<file path="config.mk">
export PLATFORM = sky130hd
export DESIGN_NAME = video_in
export DESIGN_NICKNAME = d
export VERILOG_FILES = /design/src/rtl/video_pkg.sv /design/src/rtl/video_in_fifo.sv /design/src/rtl/video_in.sv
export SDC_FILE = /design/constraint.sdc
export NUM_CORES = 1
export LEC_CHECK = 0
export ABC_AREA = 1
export CORE_MARGIN = 10
export CORE_UTILIZATION = 40
export CTS_CLUSTER_SIZE = 20
export DETAILED_ROUTE_END_ITERATION = 12
export PLACE_DENSITY = 0.63
export REMOVE_ABC_BUFFERS = 1
export SYNTH_ARGS = -nofsm -noshare
export SYNTH_HDL_FRONTEND = slang
export SYNTH_HIERARCHICAL = 1
export SYNTH_SLANG_ARGS = --single-unit
</file>
<file path="constraint.sdc">
create_clock -name p_clk -period 3.6 [get_ports p_clk]
set_input_delay 0.72 -clock p_clk [delete_from_list [all_inputs] [get_ports p_clk]]
set_output_delay 0.72 -clock p_clk [all_outputs]
set_load 0.05 [all_outputs]
</file>
<file path="src/rtl/video_pkg.sv">
// Shared constants and state types for the video capture path.
package video_pkg;
  localparam logic [31:0] RAM_BASE     = 32'h4100_0000;
  localparam logic [31:0] RAM_SIZE     = 32'h0010_0000;
  localparam int          IMAGE_WIDTH  = 640;
  localparam int          IMAGE_HEIGHT = 480;
  localparam int          BLOCK_SIZE   = 32;

  typedef enum logic [1:0] {C_IDLE, C_FRAME, C_FLUSH} capture_state_t;
  typedef enum logic       {W_IDLE, W_BUS}            writer_state_t;
endpackage

</file>
<file path="src/rtl/video_in_fifo.sv">
// Synchronous word FIFO; pushes when full and pops when empty are ignored.
module video_in_fifo #(
  parameter int DEPTH = 32,
  parameter int W     = 32
) (
  input  logic                     p_clk,
  input  logic                     p_resetn,
  input  logic                     push,
  input  logic [W-1:0]             wdata,
  input  logic                     pop,
  output logic [W-1:0]             rdata,
  output logic                     full,
  output logic                     empty,
  output logic [$clog2(DEPTH):0]   count
);
  localparam int AW = $clog2(DEPTH);

  logic [W-1:0]  mem [DEPTH];
  logic [AW-1:0] wp, rp;
  logic          do_push, do_pop;

  assign full    = (count == (AW+1)'(DEPTH));
  assign empty   = (count == '0);
  assign do_push = push & ~full;
  assign do_pop  = pop & ~empty;
  assign rdata   = mem[rp];

  always_ff @(posedge p_clk or negedge p_resetn) begin
    if (!p_resetn) begin
      wp    <= '0;
      rp    <= '0;
      count <= '0;
    end else begin
      if (do_push) wp <= wp + 1'b1;
      if (do_pop)  rp <= rp + 1'b1;
      count <= count + (AW+1)'(do_push) - (AW+1)'(do_pop);
    end
  end

  always_ff @(posedge p_clk)
    if (do_push) mem[wp] <= wdata;
endmodule

</file>
<file path="src/rtl/video_in.sv">
// Raster capture: packs 8-bit pixels into words, bursts them to RAM as a WB master.
// Define VIDEO_IN_DROP_CNT_EN to add the saturating drop_count output.
module video_in
  import video_pkg::*;
#(
  parameter int FIFO_DEPTH  = 32,
  parameter int BURST_WORDS = BLOCK_SIZE / 4,
  parameter int ADDR_W      = 32
) (
  input  logic              p_clk,
  input  logic              p_resetn,
  input  logic              p_enable,
  input  logic [ADDR_W-1:0] p_base_addr,
  input  logic              frame_valid,
  input  logic              line_valid,
  input  logic [7:0]        pixel_in,
  output logic              irq,
  output logic              overflow,
  input  logic [31:0]       p_wb_DAT_I,
  output logic [31:0]       p_wb_DAT_O,
  output logic [ADDR_W-1:0] p_wb_ADR_O,
  input  logic              p_wb_ACK_I,
  input  logic              p_wb_ERR_I,
  input  logic              p_wb_RTY_I,
  output logic              p_wb_CYC_O,
  output logic              p_wb_STB_O,
  output logic              p_wb_LOCK_O,
  output logic [3:0]        p_wb_SEL_O,
  output logic              p_wb_WE_O
`ifdef VIDEO_IN_DROP_CNT_EN
  , output logic [15:0]     drop_count
`endif
);
  localparam int CW = $clog2(FIFO_DEPTH) + 1;
  localparam int BW = $clog2(BURST_WORDS) + 1;

  capture_state_t cstate;
  writer_state_t  wstate;

  logic          fv_q, fv_rise, fv_fall, start;
  logic [1:0]    lane;
  logic [23:0]   pack;
  logic          push_vld;
  logic [31:0]   push_dat;
  logic [31:0]   f_head;
  logic          f_full, f_empty;
  logic [CW-1:0] f_count;
  logic [BW-1:0] burst_cnt;
  logic          wb_bus, xfer, last, burst_go, flush_done, drop;
  logic          unused_dat;

  assign unused_dat = ^p_wb_DAT_I;

  assign fv_rise    = frame_valid & ~fv_q;
  assign fv_fall    = ~frame_valid & fv_q;
  assign start      = fv_rise & p_enable & (cstate == C_IDLE);
  assign wb_bus     = (wstate == W_BUS);
  // ERR consumes the word just like ACK; RTY leaves everything in place.
  assign xfer       = wb_bus & (p_wb_ACK_I | p_wb_ERR_I);
  assign last       = (burst_cnt == BW'(BURST_WORDS - 1)) | ((f_count == CW'(1)) & ~push_vld);
  assign burst_go   = (f_count >= CW'(BURST_WORDS)) | ((cstate == C_FLUSH) & ~f_empty);
  assign flush_done = (cstate == C_FLUSH) & f_empty & ~wb_bus & ~push_vld;
  assign drop       = push_vld & f_full;

  assign p_wb_CYC_O  = wb_bus;
  assign p_wb_STB_O  = wb_bus;
  assign p_wb_WE_O   = wb_bus;
  assign p_wb_LOCK_O = 1'b0;
  assign p_wb_SEL_O  = 4'hF;
  assign p_wb_DAT_O  = wb_bus ? f_head : 32'h0;

  video_in_fifo #(.DEPTH(FIFO_DEPTH), .W(32)) u_fifo (
    .p_clk   (p_clk),
    .p_resetn(p_resetn),
    .push    (push_vld),
    .wdata   (push_dat),
    .pop     (xfer),
    .rdata   (f_head),
    .full    (f_full),
    .empty   (f_empty),
    .count   (f_count)
  );

  always_ff @(posedge p_clk or negedge p_resetn) begin
    if (!p_resetn) begin
      cstate   <= C_IDLE;
      fv_q     <= 1'b0;
      lane     <= '0;
      pack     <= '0;
      push_vld <= 1'b0;
      push_dat <= '0;
      overflow <= 1'b0;
      irq      <= 1'b0;
    end else begin
      fv_q     <= frame_valid;
      push_vld <= 1'b0;
      irq      <= 1'b0;
      if (drop) overflow <= 1'b1;
      unique case (cstate)
        C_IDLE: if (start) begin
          cstate   <= C_FRAME;
          overflow <= 1'b0;
          lane     <= '0;
          pack     <= '0;
        end
        C_FRAME: if (fv_fall) begin
          cstate <= C_FLUSH;
          lane   <= '0;
          if (lane != 2'd0) begin
            push_vld <= 1'b1;
            push_dat <= {8'h0, pack};
          end
        end else if (frame_valid & line_valid) begin
          lane <= lane + 2'd1;
          unique case (lane)
            2'd0: pack        <= {16'h0, pixel_in};
            2'd1: pack[15:8]  <= pixel_in;
            2'd2: pack[23:16] <= pixel_in;
            2'd3: begin
              push_vld <= 1'b1;
              push_dat <= {pixel_in, pack};
            end
          endcase
        end
        C_FLUSH: if (flush_done) begin
          cstate <= C_IDLE;
          irq    <= 1'b1;
        end
        default: cstate <= C_IDLE;
      endcase
    end
  end

  always_ff @(posedge p_clk or negedge p_resetn) begin
    if (!p_resetn) begin
      wstate     <= W_IDLE;
      p_wb_ADR_O <= '0;
      burst_cnt  <= '0;
    end else begin
      if (start) p_wb_ADR_O <= p_base_addr;
      unique case (wstate)
        W_IDLE: if (burst_go) begin
          wstate    <= W_BUS;
          burst_cnt <= '0;
        end
        W_BUS: if (xfer) begin
          p_wb_ADR_O <= p_wb_ADR_O + ADDR_W'(4);
          burst_cnt  <= burst_cnt + 1'b1;
          if (last) wstate <= W_IDLE;
        end
        default: wstate <= W_IDLE;
      endcase
    end
  end

`ifdef VIDEO_IN_DROP_CNT_EN
  logic [16:0] drop_sum;
  assign drop_sum = {1'b0, drop_count} + 17'(drop) + 17'(wb_bus & p_wb_ERR_I & ~p_wb_ACK_I);

  always_ff @(posedge p_clk or negedge p_resetn) begin
    if (!p_resetn)  drop_count <= '0;
    else if (start) drop_count <= '0;
    else            drop_count <= drop_sum[16] ? 16'hFFFF : drop_sum[15:0];
  end
`endif
endmodule

</file>
==> summary.md, run 1 <==
| Metric | Value |
|---|---|
| Number of buffers added by the clock tree synthesis step | 110 |
| Via count of the first global-routing pass | 32.41k |
| Setup WS post-layout | 0.04782 ns |
| Most used flip-flop cell after synthesis | edfxtp_1 |
| Final wirelength | 138,500 microns |
| Final clock skew | 0.03224 ns |
| Fillers | 10.94k |
| Pre-CTS setup slack | 0.4088 ns |
| Post-route clock period utilization | 98.67% |
| Fraction of layout cells with a size suffix above 1 | 9.155% |
| Critical path required time | 2.88 ns |
| Starting utilization of the core area | 40.20% |
| Library cells used by synthesis | 39 |
| Master of the slowest instance on the critical path | dfrtp_4 |
| CTS HTree Levels | 3 |
| Chip width | 372.2 microns |
| RSZ-0062 raised after global routing | true |
| Via density | 5.132 |
| Worst setup startpoint | u_fifo/rp[0] |
| Most used cell along the critical path | nand2_1 |
| Data arrival time of the critical path | 2.83 ns |
| Sequential share of the synthesized area | 67.85% |
| Placed wire-length estimate | 73,420 microns |
| Pin count of the biggest net entering global routing | 114 |
| Clock tree from TritonCTS | done |
| Clock transition at the register clock pins on the worst setup and hold paths after CTS | 0.06 ns |
| Number of antenna violations at the first check in global routing | 9 |
| Area growth, synth to finish | 17.21% |
| Cell at the root of the clock tree | clkbuf_16 |
| Top library cells by usage in the layout, fill and taps aside | nand2_1, edfxtp_1, nand3_1, inv_1, nor2_1 |
| Max FO, Critical Path | 20 |
| Wire length of the first global-routing pass | 200,500 microns |
| Total power draw | 0.04926 W |
| Reg-to-reg critical path startpoint | u_fifo/count[2] |
| Endpoint kind of the worst setup timing path | output port |
| Worst voltage drop across the vdd grid | 588.5 uV |
| Post-route worst hold slack | 0.4736 ns |
| Number of enable flip-flop cells after synthesis | 1,024 |
| Area of the placeable core | 123,500 sq um |
| Final-report max-slew violation count | 0 |
| Cell row count | 129 |
| Remaining antenna violation count after routing | 0 |
| Setup-failing EPs final | 0 |
| Post-route DRC | 0 |
| DR vias | 34.55k |
| Count of buffers from port buffering | 115 |
| Post-synthesis async set-or-reset flop share | 10.25% |
| Number of nets in the finished design | 5,104 |
| Pwr per Cell Area | 846.8 nW/um^2 |
| Average routed wire per standard cell | 20.57 microns |
| Drt first-iter violations | 3,371 |
| Static Leakage | 23.97 nW |
| Crit path launch type | flop |
| Sequence of cells on the critical path | buf_4 > clkinv_8 > buf_12 > clkbuf_16 > nand2_1 > nand3_1 > nand3_1 > nand2_1 > nor2_2 > nand2_1 > nand2_1 > inv_1 > nand2_1 > inv_1 > buf_12 |
| Number of storage elements in the synthesis netlist | 1,141 |
| Slew at the pin closest to its max-slew limit | 1.287 ns |
| Maximum buffer depth of the clock tree | 3 |
| Syn Inst Count | 4,853 |
| Die boundary height | 372.2 microns |
| Global route overflow | 0 |
| Slew margin rel. | 14.18% |
| Number of iterations in the first detailed-routing pass | 6 |
| Min cycle time layout | 3.552 ns |
| Average cell area after synthesis | 10.23 sq um |
| Number of clock sinks | 1,141 |
| Kind of critical path | flop to output port |
| Total count of hold-check failures in the final report | 0 |
| Fmax | 0.2815 GHz |
| Warning count from the yosys run | 6 |
| Area enclosed by the die boundary | 138,600 sq um |
| Maximum capacitance violations | 0 |
| Outcome | completed |
| Startpoint of the lowest-slack hold path | burst_cnt[3] |
| Final weighted congestion in routability-driven placement | 0.8570 |
| Core utilization of the finished layout | 47.11% |
| Footprint of the multi-input gates | 12,590 sq um |
| Slowest Stage Delay on Critical Path | 0.47 ns |
| Area taken by flip-flops and latches | 33,690 sq um |
| Total global-route track usage | 18.98% |
| Min-delay worst type | flop to flop |
| Most common cell after layout, fill and taps aside | nand2_1 |
| Post-synthesis instance area | 49,630 sq um |
| Number of placed I/O pins | 154 |
| Insertion delay to the later sink of the worst-skew pair | 0.70 ns |
[area by class of cell]
cell class	instances	share of cell area, %
multi-input combinational	2817	21.64
timing repair buffer	281	6.620
timing repair inverter	3	0.06238
inverter	649	4.282
antenna	4	0.01721
sequential	1141	57.92
clock inverter	52	0.7765
clock buffer	147	5.166
tap	1637	3.521
[registers in the layout, summed over array words and instances, names as in the netlist]
name and cells:
u_fifo/mem 1024, p_wb_ADR_O 32, push_dat 32, pack 24, u_fifo/count 6, u_fifo/rp 5
u_fifo/wp 5, burst_cnt 4, cstate 2, lane 2, fv_q 1, irq 1
overflow 1, p_wb_CYC_O 1, push_vld 1
[layer usage]
metal  up-vias  track usage, %  wire (microns)
met3       267           3.590           11460
met1     16740           24.35           55800
met5         -               0              84
li1      16150               -               -
met4        14           6.267            4167
met2      1373           32.15           66940
[Yosys cell counts (all sizes together), types with 20 or more instances]
library cell,count,area share [%]
a21oi,82,0.83
clkbuf,56,0.43
o21ai,116,1.2
inv,649,4.9
edfxtp,1024,62
nand3,646,6.5
dfrtp,117,5.9
buf,193,2.2
ha,20,0.50
nand2,1687,13
o211ai,33,0.51
nor2,186,1.5
[timing repair]
item,in CTS,in global routing
resized for setup,31,64
buffers inserted,4,14
hold buffers,1,0
hold endpoints to repair,10,0
pin swaps,4,16
endpoints found under the setup margin,32,32
cloned,10,18
[worst paths after layout]
check                                     end  slack (ns)  cells past startpoint
min in group asynchronous        burst_cnt[0]        0.56                      2
hold reg to reg                  burst_cnt[3]        0.47                      1
hold / removal                   burst_cnt[3]        0.47                      1
setup / recovery               p_wb_DAT_O[13]        0.05                     15
setup reg to reg           u_fifo/mem[28][31]        0.57                      8
max in group asynchronous        push_dat[13]        2.28                      3
[power breakdown]
part | internal (W) | total, W | switching, W
Combinational | 0.00709 | 0.0199 | 0.0128
Sequential | 0.0163 | 0.0181 | 0.00182
Clock | 0.00634 | 0.0112 | 0.00490
[logic make-up (layout without fill, tap and decap cells)]
group                    after synthesis  count (layout)  share of synthesized area, %
XOR/XNOR                              14              14                        0.2471
flip-flops                          1141            1141                         67.85
other                                  2               9                       0.01513
buffers and inverters                898            1132                         7.565
adder cells (fa/ha/maj)               21              21                        0.5445
AND/OR/NAND/NOR                     2537            2537                         21.06
AO/OA/AOI/OAI                        238             238                         2.655
multiplexers                           2               2                       0.06051
[critical path: cells and delay by family (launching register included)]
kind / cells / cell delay [ns]
flip-flops: 1 / 0.47
AND/OR/NAND/NOR: 8 / 0.68
buffers and inverters: 7 / 0.99
[stage by stage]
step                      cell area, sq um  instances  TNS (ns)
after floorplan                      48320       4607   -636.44
after global placement               53500       6481         0
after detailed placement             53500       6481         0
after CTS                            57410       6695  -0.08624
after global routing                 58160       6727   -0.3765
final                                58170       6731         0
Note: power is estimated with default switching activity, not from simulation.
==> run 2: changes to the inputs <==
--- a/config.mk
+++ b/config.mk
@@ -6,11 +6,14 @@
 export NUM_CORES = 1
 export LEC_CHECK = 0
 export ABC_AREA = 1
+export ABC_CLOCK_PERIOD_IN_PS = 3600
 export CORE_MARGIN = 10
 export CORE_UTILIZATION = 40
+export CTS_BUF_LIST = sky130_fd_sc_hd__clkbuf_4 sky130_fd_sc_hd__clkbuf_8
 export CTS_CLUSTER_SIZE = 20
 export DETAILED_ROUTE_END_ITERATION = 12
-export PLACE_DENSITY = 0.63
+export DONT_BUFFER_PORTS = 1
+export PLACE_DENSITY = 0.61
 export REMOVE_ABC_BUFFERS = 1
 export SYNTH_ARGS = -nofsm -noshare
 export SYNTH_HDL_FRONTEND = slang
==> summary.md, run 2 (synthesis gave the netlist of run 1 again) <==
| Metric | Value |
|---|---|
| Number of iterations in the first detailed-routing pass | 6 (unchanged) |
| Total count of hold-check failures in the final report | 0 (unchanged) |
| Number of clock sinks | 1,141 (unchanged) |
| Cell at the root of the clock tree | clkbuf_8 (was clkbuf_16) |
| Most common cell after layout, fill and taps aside | nand2_1 (unchanged) |
| Setup WS post-layout | -0.04763 ns (was 0.04782 ns) |
| Slew at the pin closest to its max-slew limit | 1.219 ns (was 1.287 ns) |
| Clock tree from TritonCTS | done (unchanged) |
| Final clock skew | 0.04273 ns (was 0.03224 ns) |
| Master of the slowest instance on the critical path | dfrtp_4 (unchanged) |
| Pwr per Cell Area | 850.2 nW/um^2 (was 846.8 nW/um^2) |
| Final-report max-slew violation count | 0 (unchanged) |
| Total global-route track usage | 20.07% (was 18.98%) |
| Data arrival time of the critical path | 2.93 ns (was 2.83 ns) |
| Area enclosed by the die boundary | 138,600 sq um (unchanged) |
| Average routed wire per standard cell | 21.01 microns (was 20.57 microns) |
| Crit path max-delay family | buffers and inverters (unchanged) |
| Kind of critical path | flop to output port (unchanged) |
| Insertion delay to the later sink of the worst-skew pair | 0.87 ns (was 0.70 ns) |
| Area growth, synth to finish | 17.24% (was 17.21%) |
| Endpoint kind of the worst setup timing path | output port (unchanged) |
| RSZ-0062 raised after global routing | true (unchanged) |
| Post-route clock period utilization | 101.3% (was 98.67%) |
| CTS HTree Levels | 4 (was 3) |
| Top library cells by usage in the layout, fill and taps aside | nand2_1, edfxtp_1, nand3_1, inv_1, clkbuf_8 (was nand2_1, edfxtp_1, nand3_1, inv_1, nor2_1) |
| Core utilization of the finished layout | 47.13% (was 47.11%) |
| Max FO, Critical Path | 53 (was 20) |
| Maximum buffer depth of the clock tree | 3 (unchanged) |
| Final weighted congestion in routability-driven placement | 0.8225 (was 0.8570) |
| Global route overflow | 0 (unchanged) |
| Final total negative setup slack | -0.1750 ns (was 0 ns) |
| Number of antenna violations at the first check in global routing | 2 (was 9) |
| Wire length of the first global-routing pass | 209,400 microns (was 200,500 microns) |
| DR vias | 34.75k (was 34.55k) |
| Static Leakage | 24.10 nW (was 23.97 nW) |
| Die boundary height | 372.2 microns (unchanged) |
| Critical path buffers and inverters | 5 (was 7) |
| Fmax | 0.2742 GHz (was 0.2815 GHz) |
| Final wirelength | 142,900 microns (was 138,500 microns) |
| Number of buffers added by the clock tree synthesis step | 183 (was 110) |
| Fraction of layout cells with a size suffix above 1 | 13.50% (was 9.155%) |
| Count of buffers from port buffering | 0 (was 115) |
| Min cycle time layout | 3.648 ns (was 3.552 ns) |
| Starting utilization of the core area | 40.20% (unchanged) |
| Drt first-iter violations | 3,555 (was 3,371) |
| Worst R2R Setup Slack | 0.52 ns (was 0.57 ns) |
| Pin count of the biggest net entering global routing | 118 (was 114) |
| Number of placed I/O pins | 154 (unchanged) |
| Violations in the final reports | negative setup slack |
| Fillers | 11.06k (was 10.94k) |
| Worst setup startpoint | u_fifo/rp[1] (was u_fifo/rp[0]) |
| Worst setup endpoint | p_wb_DAT_O[24] (was p_wb_DAT_O[13]) |
| Crit path launch type | flop (unchanged) |
| Area of the placeable core | 123,500 sq um (unchanged) |
| Clock transition at the register clock pins on the worst setup and hold paths after CTS | 0.07 ns (was 0.06 ns) |
| Slowest Stage Delay on Critical Path | 0.61 ns (was 0.47 ns) |
| Slew margin rel. | 18.73% (was 14.18%) |
| Register name with the most flops | u_fifo/mem (unchanged) |
| Critical path required time | 2.88 ns (about the same) |
| Maximum capacitance violations | 0 (unchanged) |
| Setup-failing EPs final | 11 (was 0) |
| Placed wire-length estimate | 75,890 microns (was 73,420 microns) |
| Chip width | 372.2 microns (unchanged) |
| Depth of the most critical reg-to-reg path | 8 (unchanged) |
| Via count of the first global-routing pass | 33.16k (was 32.41k) |
| Min-delay worst type | primary input to flop (was flop to flop) |
| Number of nets in the finished design | 5,126 (was 5,104) |
| Worst voltage drop across the vdd grid | 631.0 uV (was 588.5 uV) |
| Remaining antenna violation count after routing | 0 (unchanged) |
| Flip-flop count of the largest register, all copies and words added | 1,024 (unchanged) |
| Sequence of cells on the critical path | inv_16 > buf_16 > nand3_1 > nand3_1 > nand3_1 > nand2_1 > nand2_1 > inv_1 > nand2_1 > inv_2 > buf_12 (was buf_4 > clkinv_8 > buf_12 > clkbuf_16 > nand2_1 > nand3_1 > nand3_1 > nand2_1 > nor2_2 > nand2_1 > nand2_1 > inv_1 > nand2_1 > inv_1 > buf_12) |
| Largest regs | u_fifo/mem (1024), p_wb_ADR_O (32), push_dat (32) (unchanged) |
| Outcome | complete, but fails checks (was completed) |
| End of the worst register-to-register path | u_fifo/mem[21][24] (was u_fifo/mem[28][31]) |
| Post-route DRC | 0 (unchanged) |
| Instance count on the critical path | 11 (was 15) |
| Via density | 5.109 (was 5.132) |
| Cell row count | 129 (unchanged) |
| Reg-to-reg critical path startpoint | u_fifo/count[2] (unchanged) |
run 2: where the power goes:
| part | leakage, nW | switching (W) | internal, W | total (W) |
|---|---|---|---|---|
| Sequential | 11.1 | 0.00240 | 0.0163 | 0.0187 |
| Combinational | 11.1 | 0.0126 | 0.00724 | 0.0198 |
| Clock | 1.92 | 0.00513 | 0.00586 | 0.0110 |
| Total | 24.1 | 0.0201 | 0.0294 | 0.0495 |
run 2: layer usage:
layer | track usage (%) | up-vias | share of wire [%]
met3 | 4.176 | 306 | 8.5
met4 | 8.366 | 0 | 3.6
met1 | 25.75 | 16710 | 40
li1 | - | 16230 | -
met2 | 32.90 | 1503 | 48
met5 | 0 | - | 0
run 2: per-stage QoR:
stage	cell area, sq um	power [W]	std cells	hold slack (ns)	worst slack (ns)
floorplan	48320	0.02667	4607	0.4244	-18.48
global placement	52580	0.03558	6394	0.4319	0.4628
detailed placement	52580	0.03576	6394	0.4313	0.4614
CTS	57580	0.04878	6783	0.0008917	-0.1007
global route	58190	0.05209	6802	0.03256	-0.1953
finish	58190	0.04947	6802	0.05954	-0.04763
run 2: how the worst min path moves through the flow:
| stage | cells past startpoint | to | slack (ns) | start |
|---|---|---|---|---|
| 2_1_floorplan | 0 | burst_cnt[0] | 0.42 | p_resetn |
| 3_3_place_gp | 0 | p_wb_ADR_O[0] | 0.43 | p_resetn |
| 3_5_place_dp | 0 | p_wb_ADR_O[12] | 0.43 | p_resetn |
| 4_1_cts | 2 | p_wb_ADR_O[5] | 0.0009 | p_base_addr[5] |
| 5_1_grt | 2 | p_wb_ADR_O[5] | 0.03 | p_base_addr[5] |
| 6_report | 2 | pack[9] | 0.06 | pixel_in[1] |
run 2: layout make-up:
class / count / area (sq um) / share of cell area (%)
diodes: 1 / 2.502 / 0.004300
clock buffers: 261 / 3142 / 5.399
clock inverters: 63 / 457.9 / 0.7870
inverters: 649 / 2502 / 4.300
multi-input cells: 2817 / 12770 / 21.94
flip-flops and latches: 1141 / 33690 / 57.90
well taps: 1637 / 2048 / 3.520
repair buffers: 228 / 3502 / 6.018
repair inverters: 5 / 72.57 / 0.1247
run 2: what timing repair did:
action	in CTS	in global routing
endpoints found under the setup margin	32	32
hold buffers	26	0
buffers inserted	20	6
cloned	19	14
pin swaps	10	17
resized for setup	135	82
hold endpoints to repair	148	0
